`src/rtl/cordic_rot_iter.sv`:
```
// cordic_rot_iter: iterative rotation-mode CORDIC that replays a stored vectoring direction word on (x, y).
// Latency: NUM_STAGES cycles from acceptance to out_valid (+1 when CORDIC_SCALE_COMP_EN adds the K scaling step).
// Backpressure: valid/ready; result held in DONE until out_ready, in_ready only in READY (no out_ready->in_ready path).
// Ports: clk, nreset (async, active-low); dir_load/dir_in/dir_ready load the direction word;
//        in_valid/in_ready/x_in/y_in accept a vector; out_valid/out_ready/x_out/y_out return it.
// Optional macro CORDIC_SCALE_COMP_EN inserts a SCALE state multiplying both outputs by ~0.607422.
module cordic_rot_iter #(
  parameter int CORDIC_WIDTH = 22,
  parameter int NUM_STAGES   = 16,
  parameter int CNT_WIDTH    = 5
) (
  input  logic                           clk,
  input  logic                           nreset,
  input  logic                           dir_load,
  input  logic [NUM_STAGES-1:0]          dir_in,
  output logic                           dir_ready,
  input  logic                           in_valid,
  output logic                           in_ready,
  input  logic signed [CORDIC_WIDTH-1:0] x_in,
  input  logic signed [CORDIC_WIDTH-1:0] y_in,
  output logic                           out_valid,
  input  logic                           out_ready,
  output logic signed [CORDIC_WIDTH-1:0] x_out,
  output logic signed [CORDIC_WIDTH-1:0] y_out
);

`ifdef CORDIC_SCALE_COMP_EN
  typedef enum logic [2:0] {S_EMPTY, S_READY, S_ROTATE, S_SCALE, S_DONE} state_t;
`else
  typedef enum logic [2:0] {S_EMPTY, S_READY, S_ROTATE, S_DONE} state_t;
`endif

  localparam logic [CNT_WIDTH-1:0] LAST_ITER = CNT_WIDTH'(NUM_STAGES - 1);

  state_t                         state_q, state_d;
  logic [CNT_WIDTH-1:0]           iter_q;
  logic [NUM_STAGES-1:0]          dir_q;
  // Working copy of the direction word, shifted right once per stage so bit 0
  // is always the current stage's direction.
  logic [NUM_STAGES-1:0]          dir_work_q;
  logic signed [CORDIC_WIDTH-1:0] x_q, y_q;
  logic signed [CORDIC_WIDTH-1:0] x_sh, y_sh, x_nxt, y_nxt;

  assign dir_ready = (state_q == S_EMPTY) || (state_q == S_READY);
  assign in_ready  = (state_q == S_READY);
  assign out_valid = (state_q == S_DONE);
  assign x_out     = x_q;
  assign y_out     = y_q;

  // One shared micro-rotation: d=0 rotates clockwise, d=1 counter-clockwise.
  assign x_sh  = x_q >>> iter_q;
  assign y_sh  = y_q >>> iter_q;
  assign x_nxt = dir_work_q[0] ? (x_q - y_sh) : (x_q + y_sh);
  assign y_nxt = dir_work_q[0] ? (y_q + x_sh) : (y_q - x_sh);

`ifdef CORDIC_SCALE_COMP_EN
  // K ~= 2^-1 + 2^-3 - 2^-6 - 2^-9, each term truncated independently.
  function automatic logic signed [CORDIC_WIDTH-1:0] scale_k(input logic signed [CORDIC_WIDTH-1:0] v);
    return (v >>> 1) + (v >>> 3) - (v >>> 6) - (v >>> 9);
  endfunction
`endif

  always_comb begin
    state_d = state_q;
    case (state_q)
      S_EMPTY:  if (dir_load) state_d = S_READY;
      S_READY:  if (in_valid) state_d = S_ROTATE;
      S_ROTATE: begin
        if (iter_q == LAST_ITER) begin
`ifdef CORDIC_SCALE_COMP_EN
          state_d = S_SCALE;
`else
          state_d = S_DONE;
`endif
        end
      end
`ifdef CORDIC_SCALE_COMP_EN
      S_SCALE:  state_d = S_DONE;
`endif
      S_DONE:   if (out_ready) state_d = S_READY;
      default:  state_d = S_EMPTY;
    endcase
  end

  always_ff @(posedge clk or negedge nreset) begin
    if (!nreset) begin
      state_q <= S_EMPTY;
    end else begin
      state_q <= state_d;
    end
  end

  always_ff @(posedge clk or negedge nreset) begin
    if (!nreset) begin
      iter_q     <= '0;
      dir_q      <= '0;
      dir_work_q <= '0;
      x_q        <= '0;
      y_q        <= '0;
    end else begin
      if (dir_load && dir_ready) begin
        dir_q <= dir_in;
      end
      case (state_q)
        S_READY: begin
          if (in_valid) begin
            x_q        <= x_in;
            y_q        <= y_in;
            iter_q     <= '0;
            // A reload on the acceptance edge applies to this vector.
            dir_work_q <= dir_load ? dir_in : dir_q;
          end
        end
        S_ROTATE: begin
          x_q        <= x_nxt;
          y_q        <= y_nxt;
          iter_q     <= iter_q + CNT_WIDTH'(1);
          dir_work_q <= dir_work_q >> 1;
        end
`ifdef CORDIC_SCALE_COMP_EN
        S_SCALE: begin
          x_q <= scale_k(x_q);
          y_q <= scale_k(y_q);
        end
`endif
        default: begin
        end
      endcase
    end
  end

endmodule
```
`config.mk`:
```
export PLATFORM = sky130hd
export DESIGN_NAME = cordic_rot_iter
export DESIGN_NICKNAME = d
export VERILOG_FILES = /design/src/rtl/cordic_rot_iter.sv
export SDC_FILE = /design/constraint.sdc
export NUM_CORES = 1
export LEC_CHECK = 0
export CORE_MARGIN = 3
export CORE_UTILIZATION = 55
export DETAILED_ROUTE_END_ITERATION = 10
export GPL_ROUTABILITY_DRIVEN = 0
export PLACE_DENSITY = 0.87
export SLEW_MARGIN = 30
export SYNTH_ARGS = -nofsm -noshare
export SYNTH_HDL_FRONTEND = slang
export SYNTH_SLANG_ARGS = --single-unit
```
`constraint.sdc`:
```
create_clock -name clk -period 6.4 [get_ports clk]
set_clock_uncertainty 0.1 [all_clocks]
set_input_delay 0.96 -clock clk [delete_from_list [all_inputs] [get_ports clk]]
set_output_delay 0.96 -clock clk [all_outputs]
set_load 0.02 [all_outputs]
```
# After elaboration in Yosys (flattened, before gate mapping)
# Cells that the tools add are included.
dict set report op_classes {
  mux 16
  addsub 5
  shift 2
  n_reduce_logical 6
  eq_ne 8
}
# operator n
set op_table {}
lappend op_table {{22-bit 2-to-1 mux} 4}
lappend op_table {{22-bit one-hot mux with 2 select lines} 2}
lappend op_table {{22-bit adder} 2}
lappend op_table {{22-bit by 5-bit >>> shifter with 22-bit output} 2}
lappend op_table {{22-bit subtractor} 2}
lappend op_table {{16-bit 2-to-1 mux} 2}
lappend op_table {{16-bit one-hot mux with 2 select lines} 1}
lappend op_table {{3-bit 2-to-1 mux} 4}
lappend op_table {{3-bit one-hot mux with 4 select lines} 1}
lappend op_table {{5-bit one-hot mux with 2 select lines} 1}
lappend op_table {{3-bit by 2-bit == test with 1-bit output (second input constant)} 2}
lappend op_table {{2-bit != test (second input constant)} 3}
lappend op_table {{5-bit by 1-bit adder with 5-bit output (second input constant)} 1}
lappend op_table {{5-bit by 4-bit == test with 1-bit output (second input constant)} 1}
lappend op_table {{5-bit 2-to-1 mux} 1}
lappend op_table {{4-bit AND reduction} 1}
lappend op_table {{3-bit by 1-bit == test with 1-bit output (second input constant)} 1}
lappend op_table {{3-bit zero test} 1}
lappend op_table {{2-bit by 1-bit != test with 1-bit output (second input constant)} 1}
lappend op_table {{2-bit AND reduction} 1}
lappend op_table {{2-bit nonzero test} 1}
lappend op_table {{1-bit logical AND} 1}
lappend op_table {{1-bit logical OR} 1}
dict set report totals {
  register_bits 84
  input_bits 65
}

# Longest topological paths before layout
dict set report logic_depth {
  word_depth 4
  depth_mapped 25
}

# Worst setup path before layout
# Ideal clock, no wire load.
dict set report synth_path {
  path_type {flip-flop to flip-flop}
  startpoint {register iter_q[1]}
  endpoint {register y_q[20] (netlist: y_out[20])}
  path_slack_ns 1.479
  path_stages_with_launch 24
  arrival_time_ns 4.739
  period_less_slack_ns 4.921
  cell_sequence {dfrtp_1 buf_4 buf_6 buf_6 buf_6 buf_4 mux4_2 a22oi_1 nand2_1 nor3_1 ha_1 nand3_1 nor3_2 a21oi_1 xnor2_1 ha_1 nand2_1 or3_1 o211ai_1 a41oi_1 o21ai_0 a221oi_1 a31o_2 o21ai_0}
}
dict set report synth_via {
  elab_chain_cells 4
  elab_cells_between_ends 5
}
# element line
set synth_lines {}
lappend synth_lines {{start: declaration} 36} ;# logic [CNT_WIDTH-1:0] iter_q;
lappend synth_lines {{start signal: assignment} 117} ;# iter_q <= iter_q + CNT_WIDTH'(1);
lappend synth_lines {{22-bit by 5-bit >>> shifter with 22-bit output *} 51} ;# assign x_sh = x_q >>> iter_q;
lappend synth_lines {{22-bit subtractor or 22-bit adder (tied branches)} 54} ;# assign y_nxt = dir_work_q[0] ? (y_q + x_sh) : (y_q - x_sh);
lappend synth_lines {{22-bit 2-to-1 mux *} 54}
lappend synth_lines {{22-bit one-hot mux with 2 select lines *} 104} ;# case (state_q)
lappend synth_lines {{end signal: assignment} 108} ;# y_q <= y_in;
lappend synth_lines {{end signal: assignment} 116} ;# y_q <= y_nxt;
lappend synth_lines {{end: declaration} 41} ;# logic signed [CORDIC_WIDTH-1:0] x_q, y_q;
# Mark *: on every way between the ends. The rest lies on a longest branch, timed or not.
# A chain may end at the register's enable or synchronous reset.

# Worst setup path after layout
dict set report layout_path {
  startpoint {register iter_q[1]}
  endpoint {register x_q[16] (netlist: x_out[16])}
}
dict set report layout_via {
  elab_chain_cells 4
  elab_cells_between_ends 5
}
# element line
set layout_lines {}
lappend layout_lines {{22-bit by 5-bit >>> shifter with 22-bit output *} 52} ;# assign y_sh = y_q >>> iter_q;
lappend layout_lines {{22-bit adder or 22-bit subtractor (tied branches)} 53} ;# assign x_nxt = dir_work_q[0] ? (x_q - y_sh) : (x_q + y_sh);
lappend layout_lines {{22-bit 2-to-1 mux *} 53}
lappend layout_lines {{22-bit one-hot mux with 2 select lines *} 104}
lappend layout_lines {{end signal: assignment} 107} ;# x_q <= x_in;
lappend layout_lines {{end signal: assignment} 115} ;# x_q <= x_nxt;
lappend layout_lines {{end: declaration} 41}
# Marked as above.

==> results by stage <==
Routing:
- The routed wire length per instance is 22.5 microns.
- The first detailed-routing pass took 6 iterations.
- The post-route antenna net violation count is 0.
- The via total after detailed routing is 9859.
- In this run, the number of DRC markers left after iteration 0 of detailed routing was approximately 1500.
- The mean number of vias per cell is 6.99.
- In the routed design, unresolved DRC markers number 0.
- The final layout contains routed wiring with a total length of roughly 32000 microns.

Setup path:
- At the worst endpoint, the arrival time is 6.09 ns.
- Along the worst path, the maximum fanout reaches 22.
- The critical path class is reg2reg.
- The length in cells of the worst reg-to-reg path is 19.
- The critical path launch point type is a register.
- Data on the critical path is required at its endpoint by 6.57 ns.
- The worst setup path is captured at a register.

Floorplanning:
- The die covers 0.0194 sq mm.
- From bottom edge to top edge, the die measures 139 microns.
- 112 I/O pins were placed.
- The core area is 0.0173 sq mm.
- For this configuration, the core starts out at a cell density of between 50% and 60%.
- The number of cell rows is 48.
- Measured along the x axis, the die boundary spans between 100 and 150 microns.

Logic synthesis:
- In this run, distinct cell masters in the synthesized netlist total 79.
- For this run, the number of Yosys warnings is 0.
- The number of instances in the synthesized netlist is 1112.
- The top cell type by area accounts for 21.3% of the synthesized area.
- The cell taking the most area after synthesis is dfrtp_1.
- Ranked by instance count, the synthesized netlist is headed by nand2_1 (98), a21oi_1 (94), nor2_1 (88).
- Sequential elements use 21.3% of the synthesized area.
- The most used flip-flop cell after synthesis is dfrtp_1.
- The most common cell in the synthesized netlist is nand2_1.
- Sorting the synthesized cells by area gives the leading types as dfrtp_1 (21%), mux4_2 (7.2%), ha_1 (6.9%), mux2i_1 (5.8%), a21oi_1 (4.8%).
- Synthesis inferred slightly above 80 register bits.
- The share of synthesized registers carrying an async set or reset is 100%.
- The synthesized design contains 0 enable-type register cells.
- The number of nets handed over by synthesis was roughly 1200.
- The mean instance size in the synthesized netlist is 8.76 sq um.
- The post-synthesis instance area is slightly below 0.01 sq mm.

STA:
- The worst relative slew slack is 29.7%.
- The highest clock rate is 169 MHz.
- The slew at the pin with the worst max-slew slack is 1.05 ns.
- Setup violations remaining at the end of the flow were counted as 0.
- The total count of max-transition violations in the final report is 0.
- In the finished design, the share of the clock period the worst path needs comes to about 92%.
- The smallest setup slack after layout is about 0.48 ns.
- Setup repair after global routing left no endpoint under its margin.
- Counting I/O delays and the setup requirement, the final critical path takes 5.92 ns.
- The number of failing hold endpoints at the final stage is 0.
- The total negative setup slack is 0 ns.

Job:
- The tool flagged a number of max-cap violations equal to 0.

Cells and area:
- The antenna diode count is 0.
- The layout net count is between 1000 and 1500.
- The fraction of final layout cells sized beyond drive strength 1 is 11.5%.
- The count of filler cells inserted in the layout is 1340.
- The area growth from synthesis to layout is 15.2%.
- Once layout is done, the placed cells without fillers occupy roughly 0.011 sq mm.
- The number of non-filler instances in the completed layout is 1411.

CTS:
- The clock sink count is 83.
- The hold buffer count at cts is 0.
- The number of gates resized after CTS was 0.
- The number of H-tree branching levels is 3.
- The number of buffers created by CTS is 9.
- The maximum buffer depth of the clock tree is 2.
- After clock tree synthesis, the clock-pin slew on the worst setup and hold paths is 0.08 ns.
- The worst-skew pair later-pin latency is around 0.37 ns.
- After clock tree synthesis, the setup repair step added 0 buffers.
- The TritonCTS clock tree is done.
- The clock root buffer is clkbuf_16.

Outcome:
- The run finished with clean final reports.

Global route:
- Global routing finished with a remaining overflow of 0.
- The via count of the first global-routing pass came to 9156.
- The initial antenna violation count is 0.
- The largest net degree at the start of global routing is 70.
- The wire length of the first global-routing pass is 49700 microns.
- The overall global routing resource usage is 31.5%.

Placement:
- Once placement completed, the tool counted placed cells totaling 1394.
- The worst slack after detailed placement is around 0.67 ns.
- The post-placement cell area is 0.0109 sq mm.
- The number of buffers inserted by port buffering is 111.
- The HPWL after detailed placement is 22500 microns.

Worst hold path:
- The worst hold path belongs to the class in2async.
-- stage by stage --
step	util, %	hold slack [ns]
floorplan	-	0.350
global placement	63.0	0.364
detailed placement	63.0	0.379
CTS	64.8	0.348
global route	64.9	0.363
finish	64.9	0.342
-- registers in the layout, summed over array words and instances, names as in the netlist --
name and cells:
dir_q 16, iter_q 5, y_out 22, dir_work_q 16, state_q 2, x_out 22
-- worst max-delay path, cell delays in order (launching register included) --
cell	delay [ns]
dfrtp_2	0.70
buf_4	0.36
buf_4	0.34
mux2_2	0.41
mux2i_1	0.12
o21ai_0	0.10
a221o_1	0.31
inv_1	0.09
ha_1	0.11
o21ai_0	0.15
fa_1	0.51
a21o_1	0.18
a21o_1	0.21
a2111oi_0	0.90
o211ai_1	0.20
a21oi_1	0.32
o21ai_0	0.13
a21oi_1	0.19
xor2_1	0.09
a221oi_1	0.28
-- cell usage in the layout, fill, tap and decap left out, types with 20 or more instances in the layout --
cell type	count
xnor2_1	40
inv_1	20
nand2_1	98
nor2_1	87
dfrtp_1	80
clkdlybuf4s50_1	110
xor2_1	36
o22ai_1	29
mux4_2	31
mux2i_1	56
ha_1	53
o21ai_0	85
buf_4	23
a21oi_1	94
mux2_2	31
-- kinds of logic after synthesis --
logic type               count (synthesis)  share of synthesized area [%]
AO/OA/AOI/OAI                          356                           23.4
AND/OR/NAND/NOR                        310                           15.4
flip-flops                              83                           21.3
multiplexers                           133                           20.5
buffers and inverters                   98                           5.19
XOR/XNOR                                76                           6.83
adder cells (fa/ha/maj)                 56                           7.34
-- final cells by class --
class | count | area, sq um | share of cell area, %
clock buffer | 9 | 225 | 2.01
clock inverter | 7 | 78.8 | 0.702
inverter | 22 | 82.6 | 0.735
multi-input combinational | 931 | 7180 | 63.9
sequential | 83 | 2080 | 18.5
tap | 225 | 282 | 2.51
timing repair buffer | 134 | 1300 | 11.6
-- layer usage --
layer | routed length (microns) | track usage [%]
met1 | 12200 | 42.2
met2 | 14400 | 50.0
met3 | 3770 | 7.69
met4 | 1330 | 11.2
met5 | 0 | 0
-- final timing paths --
| path | start | slack [ns] | end |
|---|---|---|---|
| max | iter_q[1] | 0.48 | x_out[16] |
| min | nreset | 0.34 | y_out[6] |
| max reg2reg | iter_q[1] | 0.48 | x_out[16] |
| min reg2reg | dir_work_q[12] | 0.39 | dir_work_q[12] |
| max in group asynchronous | nreset | 4.99 | iter_q[0] |
| min in group clk | dir_work_q[12] | 0.39 | dir_work_q[12] |
Power is not shown: default switching activity piles up to over one toggle a cycle in this logic, so the estimate is an artifact.
